## config.mk

```make
export PLATFORM = sky130hd
export DESIGN_NAME = uart_rx_monitor_flat
export DESIGN_NICKNAME = d
export VERILOG_FILES = /design/src/rtl/uart_rx_monitor_if.sv /design/src/rtl/uart_rx_monitor.sv /design/src/flat_wrapper.sv
export SDC_FILE = /design/constraint.sdc
export NUM_CORES = 1
export LEC_CHECK = 0
export BUFFER_PORTS_ARGS = -buffer_cell sky130_fd_sc_hd__clkbuf_2
export CORE_MARGIN = 2
export CORE_UTILIZATION = 50
export CTS_CLUSTER_SIZE = 40
export DETAILED_ROUTE_END_ITERATION = 8
export GPL_TIMING_DRIVEN = 0
export PLACE_DENSITY_LB_ADDON = 0.12
export REMOVE_ABC_BUFFERS = 1
export SYNTH_ARGS = -nofsm -noshare
export SYNTH_HDL_FRONTEND = slang
export SYNTH_SLANG_ARGS = --single-unit
```

## constraint.sdc

```tcl
create_clock -name io_clock -period 3.6 [get_ports io_clock]
set_clock_uncertainty 0.05 [all_clocks]
set_input_delay 0.36 -clock io_clock [delete_from_list [all_inputs] [get_ports io_clock]]
set_output_delay 0.36 -clock io_clock [all_outputs]
set_load 0.005 [all_outputs]
```

## src/rtl/uart_rx_monitor_if.sv

```systemverilog
//==============================================================================
// Module   : uart_rx_monitor_if
// Brief    : Byte stream leaving the UART receive monitor (valid/ready/payload).
// Revision : 1.0 - initial release
//==============================================================================
`default_nettype none

interface uart_rx_monitor_if;
    logic       valid;
    logic       ready;
    logic [7:0] payload;

    modport master (output valid, output payload, input ready);
    modport slave  (input valid, input payload, output ready);
endinterface

`default_nettype wire

```

## src/rtl/uart_rx_monitor.sv

```systemverilog
//==============================================================================
// Module   : uart_rx_monitor
// Brief    : 8N1 UART receiver feeding a first-word-fall-through byte FIFO,
//            with framing-error pulse and saturating overflow counter.
// Revision : 1.0 - initial release
//==============================================================================
`default_nettype none

module uart_rx_monitor #(
    parameter int CLKS_PER_BIT = 868,
    parameter int FIFO_DEPTH   = 16
) (
    input  wire logic                   io_clock,
    input  wire logic                   io_sysReset,
    input  wire logic                   io_rxd,
    uart_rx_monitor_if.master           io_data,
    output logic                        io_frameError,
    output logic [15:0]                 io_overflowCount,
    output logic [$clog2(FIFO_DEPTH):0] io_fifoLevel
);

    localparam int C_AW = $clog2(FIFO_DEPTH);
    localparam int C_CW = $clog2(CLKS_PER_BIT);

    localparam logic [C_CW-1:0] C_HALF_LAST  = C_CW'(CLKS_PER_BIT / 2 - 1);
    localparam logic [C_CW-1:0] C_BIT_LAST   = C_CW'(CLKS_PER_BIT - 1);
    localparam logic [C_CW-1:0] C_ARM_SETTLE = C_CW'(2);
    localparam logic [C_AW:0]   C_FULL       = (C_AW + 1)'(FIFO_DEPTH);

    typedef enum logic [2:0] {
        ST_ARM   = 3'd0,
        ST_IDLE  = 3'd1,
        ST_START = 3'd2,
        ST_DATA  = 3'd3,
        ST_STOP  = 3'd4
    } state_t;

    logic            sync1_q, sync1_d;
    logic            sync2_q, sync2_d;
    state_t          state_q, state_d;
    logic [C_CW-1:0] cnt_q, cnt_d;
    logic [2:0]      idx_q, idx_d;
    logic [7:0]      shift_q, shift_d;
    logic            push_q, push_d;
    logic            ferr_q, ferr_d;
    logic            frame_error_q, frame_error_d;
    logic [C_AW-1:0] wr_ptr_q, wr_ptr_d;
    logic [C_AW-1:0] rd_ptr_q, rd_ptr_d;
    logic [C_AW:0]   level_q, level_d;
    logic [15:0]     ovf_q, ovf_d;
    logic [7:0]      mem_q [FIFO_DEPTH];
    logic [7:0]      mem_d [FIFO_DEPTH];

    logic w_rxs;
    logic w_full;
    logic w_pop;
    logic w_wr;
    logic w_drop;

    assign w_rxs  = sync2_q;
    assign w_full = (level_q == C_FULL);
    assign w_pop  = (level_q != '0) && io_data.ready;
    assign w_wr   = push_q && (!w_full || w_pop);
    assign w_drop = push_q && w_full && !w_pop;

    // Receive state machine; push/ferr are strobes consumed one cycle later.
    always_comb begin
        sync1_d       = io_rxd;
        sync2_d       = sync1_q;
        state_d       = state_q;
        cnt_d         = cnt_q + 1'b1;
        idx_d         = idx_q;
        shift_d       = shift_q;
        push_d        = 1'b0;
        ferr_d        = 1'b0;
        frame_error_d = ferr_q;

        case (state_q)
            ST_ARM: begin
                // The reset value of the synchronizer is not a real line
                // sample, so leave ARM only once live samples have arrived.
                if (cnt_q == C_ARM_SETTLE) begin
                    cnt_d = cnt_q;
                    if (w_rxs) begin
                        state_d = ST_IDLE;
                        cnt_d   = '0;
                    end
                end
            end
            ST_IDLE: begin
                cnt_d = '0;
                if (!w_rxs) begin
                    state_d = ST_START;
                end
            end
            ST_START: begin
                if (cnt_q == C_HALF_LAST) begin
                    cnt_d = '0;
                    idx_d = 3'd0;
                    state_d = w_rxs ? ST_IDLE : ST_DATA;
                end
            end
            ST_DATA: begin
                if (cnt_q == C_BIT_LAST) begin
                    cnt_d          = '0;
                    shift_d[idx_q] = w_rxs;
                    idx_d          = idx_q + 1'b1;
                    if (idx_q == 3'd7) begin
                        state_d = ST_STOP;
                    end
                end
            end
            ST_STOP: begin
                if (cnt_q == C_BIT_LAST) begin
                    cnt_d = '0;
                    if (w_rxs) begin
                        push_d  = 1'b1;
                        state_d = ST_IDLE;
                    end else begin
                        ferr_d  = 1'b1;
                        state_d = ST_ARM;
                    end
                end
            end
            default: begin
                state_d = ST_ARM;
                cnt_d   = '0;
            end
        endcase
    end

    // FIFO bookkeeping; a push into a full FIFO survives only alongside a pop.
    always_comb begin
        wr_ptr_d = wr_ptr_q;
        rd_ptr_d = rd_ptr_q;
        level_d  = level_q;
        ovf_d    = ovf_q;
        mem_d    = mem_q;

        if (w_wr) begin
            mem_d[wr_ptr_q] = shift_q;
            wr_ptr_d        = wr_ptr_q + 1'b1;
        end
        if (w_pop) begin
            rd_ptr_d = rd_ptr_q + 1'b1;
        end
        if (w_wr && !w_pop) begin
            level_d = level_q + 1'b1;
        end else if (!w_wr && w_pop) begin
            level_d = level_q - 1'b1;
        end
        if (w_drop && (ovf_q != 16'hFFFF)) begin
            ovf_d = ovf_q + 16'd1;
        end
    end

    always_ff @(posedge io_clock) begin
        if (io_sysReset) begin
            sync1_q       <= 1'b1;
            sync2_q       <= 1'b1;
            state_q       <= ST_ARM;
            cnt_q         <= '0;
            idx_q         <= 3'd0;
            shift_q       <= 8'h00;
            push_q        <= 1'b0;
            ferr_q        <= 1'b0;
            frame_error_q <= 1'b0;
            wr_ptr_q      <= '0;
            rd_ptr_q      <= '0;
            level_q       <= '0;
            ovf_q         <= 16'd0;
        end else begin
            sync1_q       <= sync1_d;
            sync2_q       <= sync2_d;
            state_q       <= state_d;
            cnt_q         <= cnt_d;
            idx_q         <= idx_d;
            shift_q       <= shift_d;
            push_q        <= push_d;
            ferr_q        <= ferr_d;
            frame_error_q <= frame_error_d;
            wr_ptr_q      <= wr_ptr_d;
            rd_ptr_q      <= rd_ptr_d;
            level_q       <= level_d;
            ovf_q         <= ovf_d;
        end
    end

    // Storage needs no reset: the payload is masked whenever the FIFO is empty.
    always_ff @(posedge io_clock) begin
        mem_q <= mem_d;
    end

    assign io_data.valid    = (level_q != '0);
    assign io_data.payload  = (level_q != '0) ? mem_q[rd_ptr_q] : 8'h00;
    assign io_frameError    = frame_error_q;
    assign io_overflowCount = ovf_q;
    assign io_fifoLevel     = level_q;

endmodule

`default_nettype wire
```

## src/flat_wrapper.sv

```systemverilog
// flat-port wrapper written by rule: the top's interface ports become plain ports
module uart_rx_monitor_flat 
#(
    parameter int CLKS_PER_BIT = 868,
    parameter int FIFO_DEPTH   = 16
)
  (io_clock, io_sysReset, io_rxd, io_frameError, io_overflowCount, io_fifoLevel, io_data_valid, io_data_payload, io_data_ready);
  uart_rx_monitor_if io_data_i ();
  input  wire logic io_clock;
  input  wire logic io_sysReset;
  input  wire logic io_rxd;
  output logic io_frameError;
  output logic [15:0] io_overflowCount;
  output logic [$clog2(FIFO_DEPTH):0] io_fifoLevel;
  output wire logic [$bits(io_data_i.valid)-1:0] io_data_valid;
  output wire logic [$bits(io_data_i.payload)-1:0] io_data_payload;
  input wire logic [$bits(io_data_i.ready)-1:0] io_data_ready;
  assign io_data_valid = io_data_i.valid;
  assign io_data_payload = io_data_i.payload;
  assign io_data_i.ready = io_data_ready;
  uart_rx_monitor #(.CLKS_PER_BIT(CLKS_PER_BIT), .FIFO_DEPTH(FIFO_DEPTH)) u_core (.io_clock(io_clock), .io_sysReset(io_sysReset), .io_rxd(io_rxd), .io_data(io_data_i), .io_frameError(io_frameError), .io_overflowCount(io_overflowCount), .io_fifoLevel(io_fifoLevel));
endmodule
```

# Yosys cells after proc, flatten, opt, wreduce, memory -nomap -nowiden
# Cells that the tools add are included.
# W data, S select, Z words.
# classes
eq_ne,18
reduce_logical,22
muxes,32
n_addsub,7
n_bitwise,4
order_cmp,5
# ops
cell,count
$bwmux W128,1
$mux W10,4
$bmux W8 S4,1
$demux W8 S4,1
$mux W8,4
$pmux W10 S3,1
$mux W3,9
$add A16 B1 Y16 const B,1
$ne A16 B16 Y1 const B,1
$pmux W3 S5,1
$ne A2 B1 Y1 const B,6
$add A10 B1 Y10 const B,1
$eq A10 B10 Y1 const B,1
$eq A10 B2 Y1 const B,1
$eq A10 B9 Y1 const B,1
$ge A5 B5 Y1 const B,2
$mux W5,2
$not A4 Y5,2
$logic_and A1 B1 Y1,9
$add A4 B1 Y4 const B,2
$bwmux W8,1
$reduce_and A7 Y1,1
$eq A3 B2 Y1 const B,2
$eq A3 B3 Y1 const B,2
24 further kinds,31
# totals
register_bits,186
elab_cells,117

# Longest topological paths before layout
# Gate-level depths: netlist of the first run.
# logic_depth
word_depth,8
mapped_depth,15
depth_no_buf,13

# Worst setup path before layout of the first run
# Ideal clock, no wire load.
# synth_timing
path_kind,register to register
start,reg u_core.level_q[0] (netlist: u_core.io_fifoLevel[0])
end,reg u_core.level_q[4] (netlist: u_core.io_fifoLevel[4])
setup_slack_ns,0.696
arrival_ns,2.784
setup_time_ns,0.070
period_less_slack_ns,2.904
required_time_ns,3.480
stages_incl_launch_ff,15
path_cell_list,dfxtp_1 nor4_2 nand2b_1 clkbuf_1 and2_1 clkbuf_1 inv_1 ha_1 inv_1 fa_1 a21o_1 a21oi_1 xnor2_1 or3_1 a21oi_1
# synth_via
elab_chain_len,7
elab_cells_between_ends,15
classes_between,2 x add/sub; 1 x eq/ne; 2 x mux; 10 x reduce/logical
# synth_lines
item,line_no,source
"start, declared",uart_rx_monitor.sv:49,"logic [C_AW:0] level_q, level_d;"
"start signal, assigned",uart_rx_monitor.sv:184,level_q <= level_d;
$reduce_bool A5 Y1 *,--,
via io_data_valid,flat_wrapper.sv:15,output wire logic [$bits(io_data_i.valid)-1:0] io_data_valid;
$logic_and A1 B1 Y1 *,uart_rx_monitor.sv:62,assign w_pop = (level_q != '0) && io_data.ready;
$logic_or A1 B1 Y1,uart_rx_monitor.sv:63,assign w_wr = push_q && (!w_full || w_pop);
$logic_and A1 B1 Y1,uart_rx_monitor.sv:63,
$logic_not A1 Y1,uart_rx_monitor.sv:149,end else if (!w_wr && w_pop) begin
$logic_and A1 B1 Y1,uart_rx_monitor.sv:149,
$reduce_bool A2 Y1 (no source line),--,
# The timed path passes the listed nets; every way through them passes the cells marked *. The select of a mux whose other input is x is not followed.
# A chain may end at the register's enable or synchronous reset.

# Final worst setup path of the first run
# layout_timing
start,reg u_core.level_q[0] (netlist: u_core.io_fifoLevel[0])
end,reg u_core.level_q[4] (netlist: u_core.io_fifoLevel[4])
# layout_via
elab_chain_len,7
elab_cells_between_ends,15
classes_between,2 x add/sub; 1 x eq/ne; 2 x mux; 10 x reduce/logical
# layout_lines
item
"parallel branches: the longest is 7 deep, another holds $sub A5 B1 Y5"
# Parallel ways; which one is timed is not known. The select of a mux whose other input is x is not followed.

==> results of run 1 <==
how the worst min path moves through the flow:
stage          slack [ns]  cells after the start        endpoint      startpoint
2_1_floorplan        0.34                      1  u_core.sync2_q  u_core.sync1_q
3_3_place_gp         0.34                      1  u_core.sync2_q  u_core.sync1_q
3_5_place_dp         0.35                      1  u_core.sync2_q  u_core.sync1_q
4_1_cts              0.05                      2  u_core.sync1_q          io_rxd
5_1_grt              0.06                      2  u_core.sync1_q          io_rxd
6_report             0.07                      2  u_core.sync1_q          io_rxd
flip-flops by register name, indices dropped and copies added (netlist names):
name,flops
u_core.mem_q,128
u_core.io_overflowCount,16
u_core.cnt_q,10
u_core.shift_q,8
u_core.io_fifoLevel,5
u_core.rd_ptr_q,4
u_core.wr_ptr_q,4
u_core.idx_q,3
u_core.state_q,3
u_core.ferr_q,1
u_core.io_frameError,1
u_core.push_q,1
u_core.sync1_q,1
u_core.sync2_q,1
layer usage:
layer  vias up  GRT usage [%]  share of wire, %
met5         -              0                 0
met4         0           6.26              0.81
met3         9           4.17               3.6
met2        82           30.7                51
met1      2179           24.8                45
li1       2079              -                 -
where the power goes:
part	switching [uW]	total, uW	leakage (uW)	internal (uW)
sequential	122	2430	0.00166	2310
combinational	515	1110	0.00103	598
clock	733	1730	0.000257	996
area by class of cell:
class	count	area, um^2
flip-flops and latches	186	5010
multi-input cells	315	2670
inverters	12	45.0
clock inverters	14	111
fillers	1247	6580
repair buffers	36	210
clock buffers	18	429
well taps	211	264
stage by stage:
step,cell area [um^2],worst slack (ns)
after floorplan,7690,0.410
after global placement,8130,-0.415
after detailed placement,8190,0.276
after CTS,8730,0.239
after global routing,8730,0.0519
final,8730,0.381
cell usage after synthesis (all sizes together) (3+ instances only):
cell    number  area, um^2
nand4       14        87.6
clkbuf      18         108
nand2b       8        57.6
o21ai        6        30.0
dfxtp       58        1160
buf          7        53.8
or2          3        18.8
xor2        20         175
nand3b       4        30.0
nor4         3        40.0
nor3        12        60.1
nand2       29         109
edfxtp     128        3840
ha          15         188
mux2i       10         100
a22oi        3        22.5
and3         5        32.5
xnor2        7        61.3
a211oi       4        30.0
a21oi       15        75.1
and2        12        76.3
inv         12        45.0
mux4        40         901
nand3       14        70.1
nor2        67         251
kinds of logic after synthesis:
logic type,after synthesis,share of synthesized area [%]
DFF,186,63.4
and+or+nand+nor,182,11.8
muxes,51,12.8
AOI/OAI and AO/OA,39,3.22
buffers and inverters,39,3.17
xor gates and xnor gates,27,2.99
adders and majority gates,16,2.63
timing repair:
| action | in CTS | in global routing |
|---|---|---|
| endpoints found under the setup margin | 0 | 1 |
| resized for setup | 0 | 1 |
| hold endpoints to repair | 0 | 0 |
==> summary.md, run 1 <==
| Metric | Value |
|---|---|
| Status | finished, final reports clean |
| DP Cell Count | 760 |
| I/O pins | 35 |
| Worst flop-to-flop path startpoint | u_core.io_fifoLevel[0] |
| Worst-Margin Slew | 1.11 ns |
| CP Class | register to register |
| Crit-path max cell delay | 0.46 ns |
| Synth Area per Inst | between 10 and 15 um^2 |
| Post-Syn Area | 7900 um^2 |
| Hold buffer count at CTS | 0 |
| CTS root buf | clkbuf_16 |
| Layout area overhead | 10.6% |
| Sequential share of the synthesized area | 63.4% |
| DR iter-0 viols | 370 |
| Total stage count of the critical path | 12 |
| Die Wd | 130 um |
| Leak | 0.00294 uW |
| Buf/Inv on CP | 2 |
| CP endpoint | u_core.io_fifoLevel[4] |
| Synthesis Warnings | 0 |
| Die height | about 130 um |
| Final setup vio count | 0 |
| Crit start category | register |
| Top_reg_cell synth | edfxtp_1 |
| Worst vdd ir | 345 uV |
| Min Tclk post-route | 3.22 ns |
| Most frequent cells in the layout | edfxtp_1, nor2_1, dfxtp_1 |
| Crit-path slowest cell | nor4_2 |
| Pre-antenna DRT Iters | 5 |
| CP Cell Sequence | nor4_2 > nand2b_2 > and2_1 > inv_1 > ha_1 > inv_1 > fa_1 > a21o_1 > a21oi_1 > xnor2_1 > or3_1 > a21oi_1 |
| Core area | about 15000 um^2 |
| Initial antenna violation count | 0 |
| Max_cap viols | 0 |
| WP data required | around 3.9 ns |
| Worst Setup End Kind | register |
| CP Launch Point | u_core.io_fifoLevel[0] |
| Final Instance Count excl. Fillers | 792 |
| Overflow after GRT | 0 |
| Reg-to-reg endpoint | u_core.io_fifoLevel[4] |
| Worst slew margin | 26.1% |
| Row cnt | 45 |
| Final Cycle Share | 89.4% |
| Pwr/cell area | 604 nW/um^2 |
| H-tree levels | 4 |
| WP data arrival | 3.50 ns |
| First-pass GRT wire length | 23.0 mm |
| R2R depth | 12 |
| Reg-to-reg slack, setup | ~0.38 ns |
| Critical Path Fanout Max | 10 |
| Final Core Density | 57.0% |
| Number of global-route vias before repair | ~4300 |
| Drt total wl | between 10 and 15 mm |
| Final-report hold violation count | 0 |
| Final ANT Viol Nets | 0 |
| CP top delay family | simple AND/OR/NAND/NOR gates |
| Initial Utilization | 51.6% |
| Drt drc | 0 |
| Total CTS buffers | 17 |
| Hpwl dp | 9.40 mm |
| Fin. max-slew vios | 0 |
| Commonest non-fill, non-tap cell in the layout | edfxtp_1 |
| Final setup TNS | 0 ns |
| Synth Instances | 540 |
| CTS tree | yes |
| Fmax | slightly above 300 MHz |
| #FFs+latches synth | 186 |
| EDFF count, synth | 128 |
| Clk sinks | 186 |
| Via count | 4349 |
| ANT cells | 0 |
| Pwr Total | approximately 5300 uW |
| RSZ-0062 raised after global routing | no |
| Layout cells sized above 1 | 20.8% |
| GRT Total Usage | around a fifth |
| Routed WL per cell | 18.1 um |
| Worst hold slack | 0.0701 ns |
| Min-Delay Path Class | primary input to register |
| Distinct cells, synth | between 50 and 60 |
| Post-DR vias/cell | about 5.5 |
| Ys async rst share | 0% |
| Post-CTS setup buffers | 0 |
| Clock Path Buffers | 2 |
| Pin count of the biggest net entering global routing | 57 |
| # port buffers | 34 |
| Clk slew on worst S/H paths | 0.06 ns |
| RD Place Congestion | 0.854 |
| Nets | 588 |
| Full die area | 16800 um^2 |
| Latest clock arrival within the worst-skew pair | roughly 0.42 ns |
No activity file was read; power rests on OpenSTA's default activity.
==> run 2, diff against run 1 <==
- CORE_UTILIZATION: 50 -> 31
==> summary.md, run 2 (synthesis results as in run 1) <==
| Metric | Value |
|---|---|
| Status | finished, final reports clean |
| Pin count of the biggest net entering global routing | between 50 and 60 |
| Worst vdd ir | 329 uV |
| Final-report hold violation count | 0 |
| GRT Total Usage | 12.9% |
| Core area | 25100 um^2 |
| Layout area overhead | 13.2% |
| First-pass GRT wire length | 25.6 mm |
| Overflow after GRT | 0 |
| Reg-to-reg slack, setup | around 0.42 ns |
| Post-DR vias/cell | 4.85 |
| Clock Path Buffers | 2 |
| H-tree levels | 4 |
| Max_cap viols | 0 |
| Total CTS buffers | 17 |
| RSZ-0062 raised after global routing | no |
| # port buffers | 34 |
| Worst-Margin Slew | between 1 and 1.5 ns |
| Row cnt | 58 |
| Number of global-route vias before repair | 4497 |
| Drt total wl | 16.3 mm |
| Fin. max-slew vios | 0 |
| Hold path start | io_rxd |
| WP data required | 3.19 ns |
| Hold buffer count at CTS | 0 |
| Critical Path Fanout Max | 19 |
| Routed WL per cell | 17.9 um |
| Pwr Total | 5430 uW |
| Worst flop-to-flop path startpoint | u_core.io_fifoLevel[0] |
| Die height | 164 um |
| Hpwl dp | 10.7 mm |
| Layout cells sized above 1 | 22.7% |
| I/O pins | 35 |
| Worst Setup End Kind | output port |
| RD Place Congestion | 0.770 |
| Final ANT Viol Nets | 0 |
| Pwr/cell area | 607 nW/um^2 |
| Full die area | roughly 27000 um^2 |
| Nets | 589 |
| Min-Delay Path Depth | 2 |
| DR iter-0 viols | 334 |
| CTS tree | yes |
| # fillers | 2437 |
| Clk slew on worst S/H paths | 0.07 ns |
| Latest clock arrival within the worst-skew pair | 0.44 ns |
| Place WS | 0.262 ns |
| Worst setup margin | 0.381 ns |
| WP data arrival | about 2.8 ns |
| Min-Delay Path Class | primary input to register |
| Most frequent cells in the layout | edfxtp_1, nor2_1, dfxtp_1 |
| Pre-antenna DRT Iters | 5 |
| Final Instance Count excl. Fillers | just over 900 |
| Worst hold slack | 0.0757 ns |
| CTS root buf | clkbuf_16 |
| Crit start category | register |
| R2R depth | 12 |
| Final setup vio count | 0 |
| Initial antenna violation count | 0 |
| Die Wd | between 150 and 200 um |
| Final Cycle Share | 89.4% |
| Reg-to-reg endpoint | u_core.io_fifoLevel[4] |
| Min Tclk post-route | 3.22 ns |
| Leak | 0.00297 uW |
| Drt drc | 0 |
| Via count | 4425 |
| DP Cell Count | 880 |
| Max reg flops | 128 |
| Final setup TNS | 0 ns |
| Hold EP | u_core.sync1_q |
| Commonest non-fill, non-tap cell in the layout | edfxtp_1 |
| Worst slew margin | 19.7% |
| Clk sinks | between 150 and 200 |
| CP Class | register to output port |
| Fmax | 311 MHz |
| Initial Utilization | 31.5% |
| ANT cells | 0 |
| Biggest register | u_core.mem_q |
[run 2: changes by cell type in the layout (fill, tap and decap cells not counted)]
cell	delta
clkinvlp_4	+1
inv_6	+2
bufinv_16	-2
clkinv_8	+3
clkinv_4	+2
clkinv_1	-9
clkinv_2	-1
clkbuf_1	-1
inv_8	+6
buf_6	+1
clkinvlp_2	-1
[run 2: how the worst max path moves through the flow]
| stage | startpoint | to | slack [ns] | cells after the start |
|---|---|---|---|---|
| final | u_core.rd_ptr_q[0] | io_data_payload[2] | 0.38 | 5 |
| after floorplan | u_core.rd_ptr_q[0] | io_data_payload[0] | 0.41 | 3 |
| after detailed placement | u_core.io_fifoLevel[0] | u_core.io_fifoLevel[4] | 0.26 | 12 |
| after global routing | u_core.io_fifoLevel[0] | u_core.io_fifoLevel[4] | 0.07 | 12 |
| after CTS | u_core.io_fifoLevel[0] | u_core.io_fifoLevel[4] | 0.23 | 12 |
| after global placement | u_core.rd_ptr_q[0] | io_data_payload[2] | -0.59 | 4 |
[run 2: final cells by class]
type	instances	area, um^2	share of cell area [%]
clock inverter	15	166	1.86
tap	330	413	4.62
sequential	186	5010	56.0
timing repair buffer	37	221	2.48
clock buffer	17	425	4.76
inverter	12	45.0	0.504
multi-input combinational	315	2670	29.8
[run 2: critical path, stage by stage (launching register included)]
cell	delay, ns
dfxtp_2	0.75
buf_12	0.28
mux4_2	0.52
mux4_2	0.51
and2_1	0.18
clkbuf_2	0.11
[run 2: power breakdown]
group	switching [uW]	leakage (uW)	total [uW]	internal, uW
logic	533	0.00103	1130	599
clock network	908	0.000284	1840	936
registers	142	0.00166	2450	2310
[run 2: routing by layer]
metal	vias to the layer above	GRT usage, %	share of wire, %
li1	2086	-	-
met1	2250	16.4	46
met2	75	21.8	49
met3	14	2.84	3.0
met4	0	4.27	1.3
met5	-	0	0
[run 2: timing repair]
item                       CTS  global route
resized for setup            0             1
buffers inserted             0             0
setup endpoints to repair    0             1
[run 2: through the flow]
stage / util, % / cell area (um^2)
floorplan: - / 7690
global placement: 33.0 / 8280
global route: 35.6 / 8940
detailed placement: 33.3 / 8350
finish: 35.6 / 8940
CTS: 35.6 / 8940
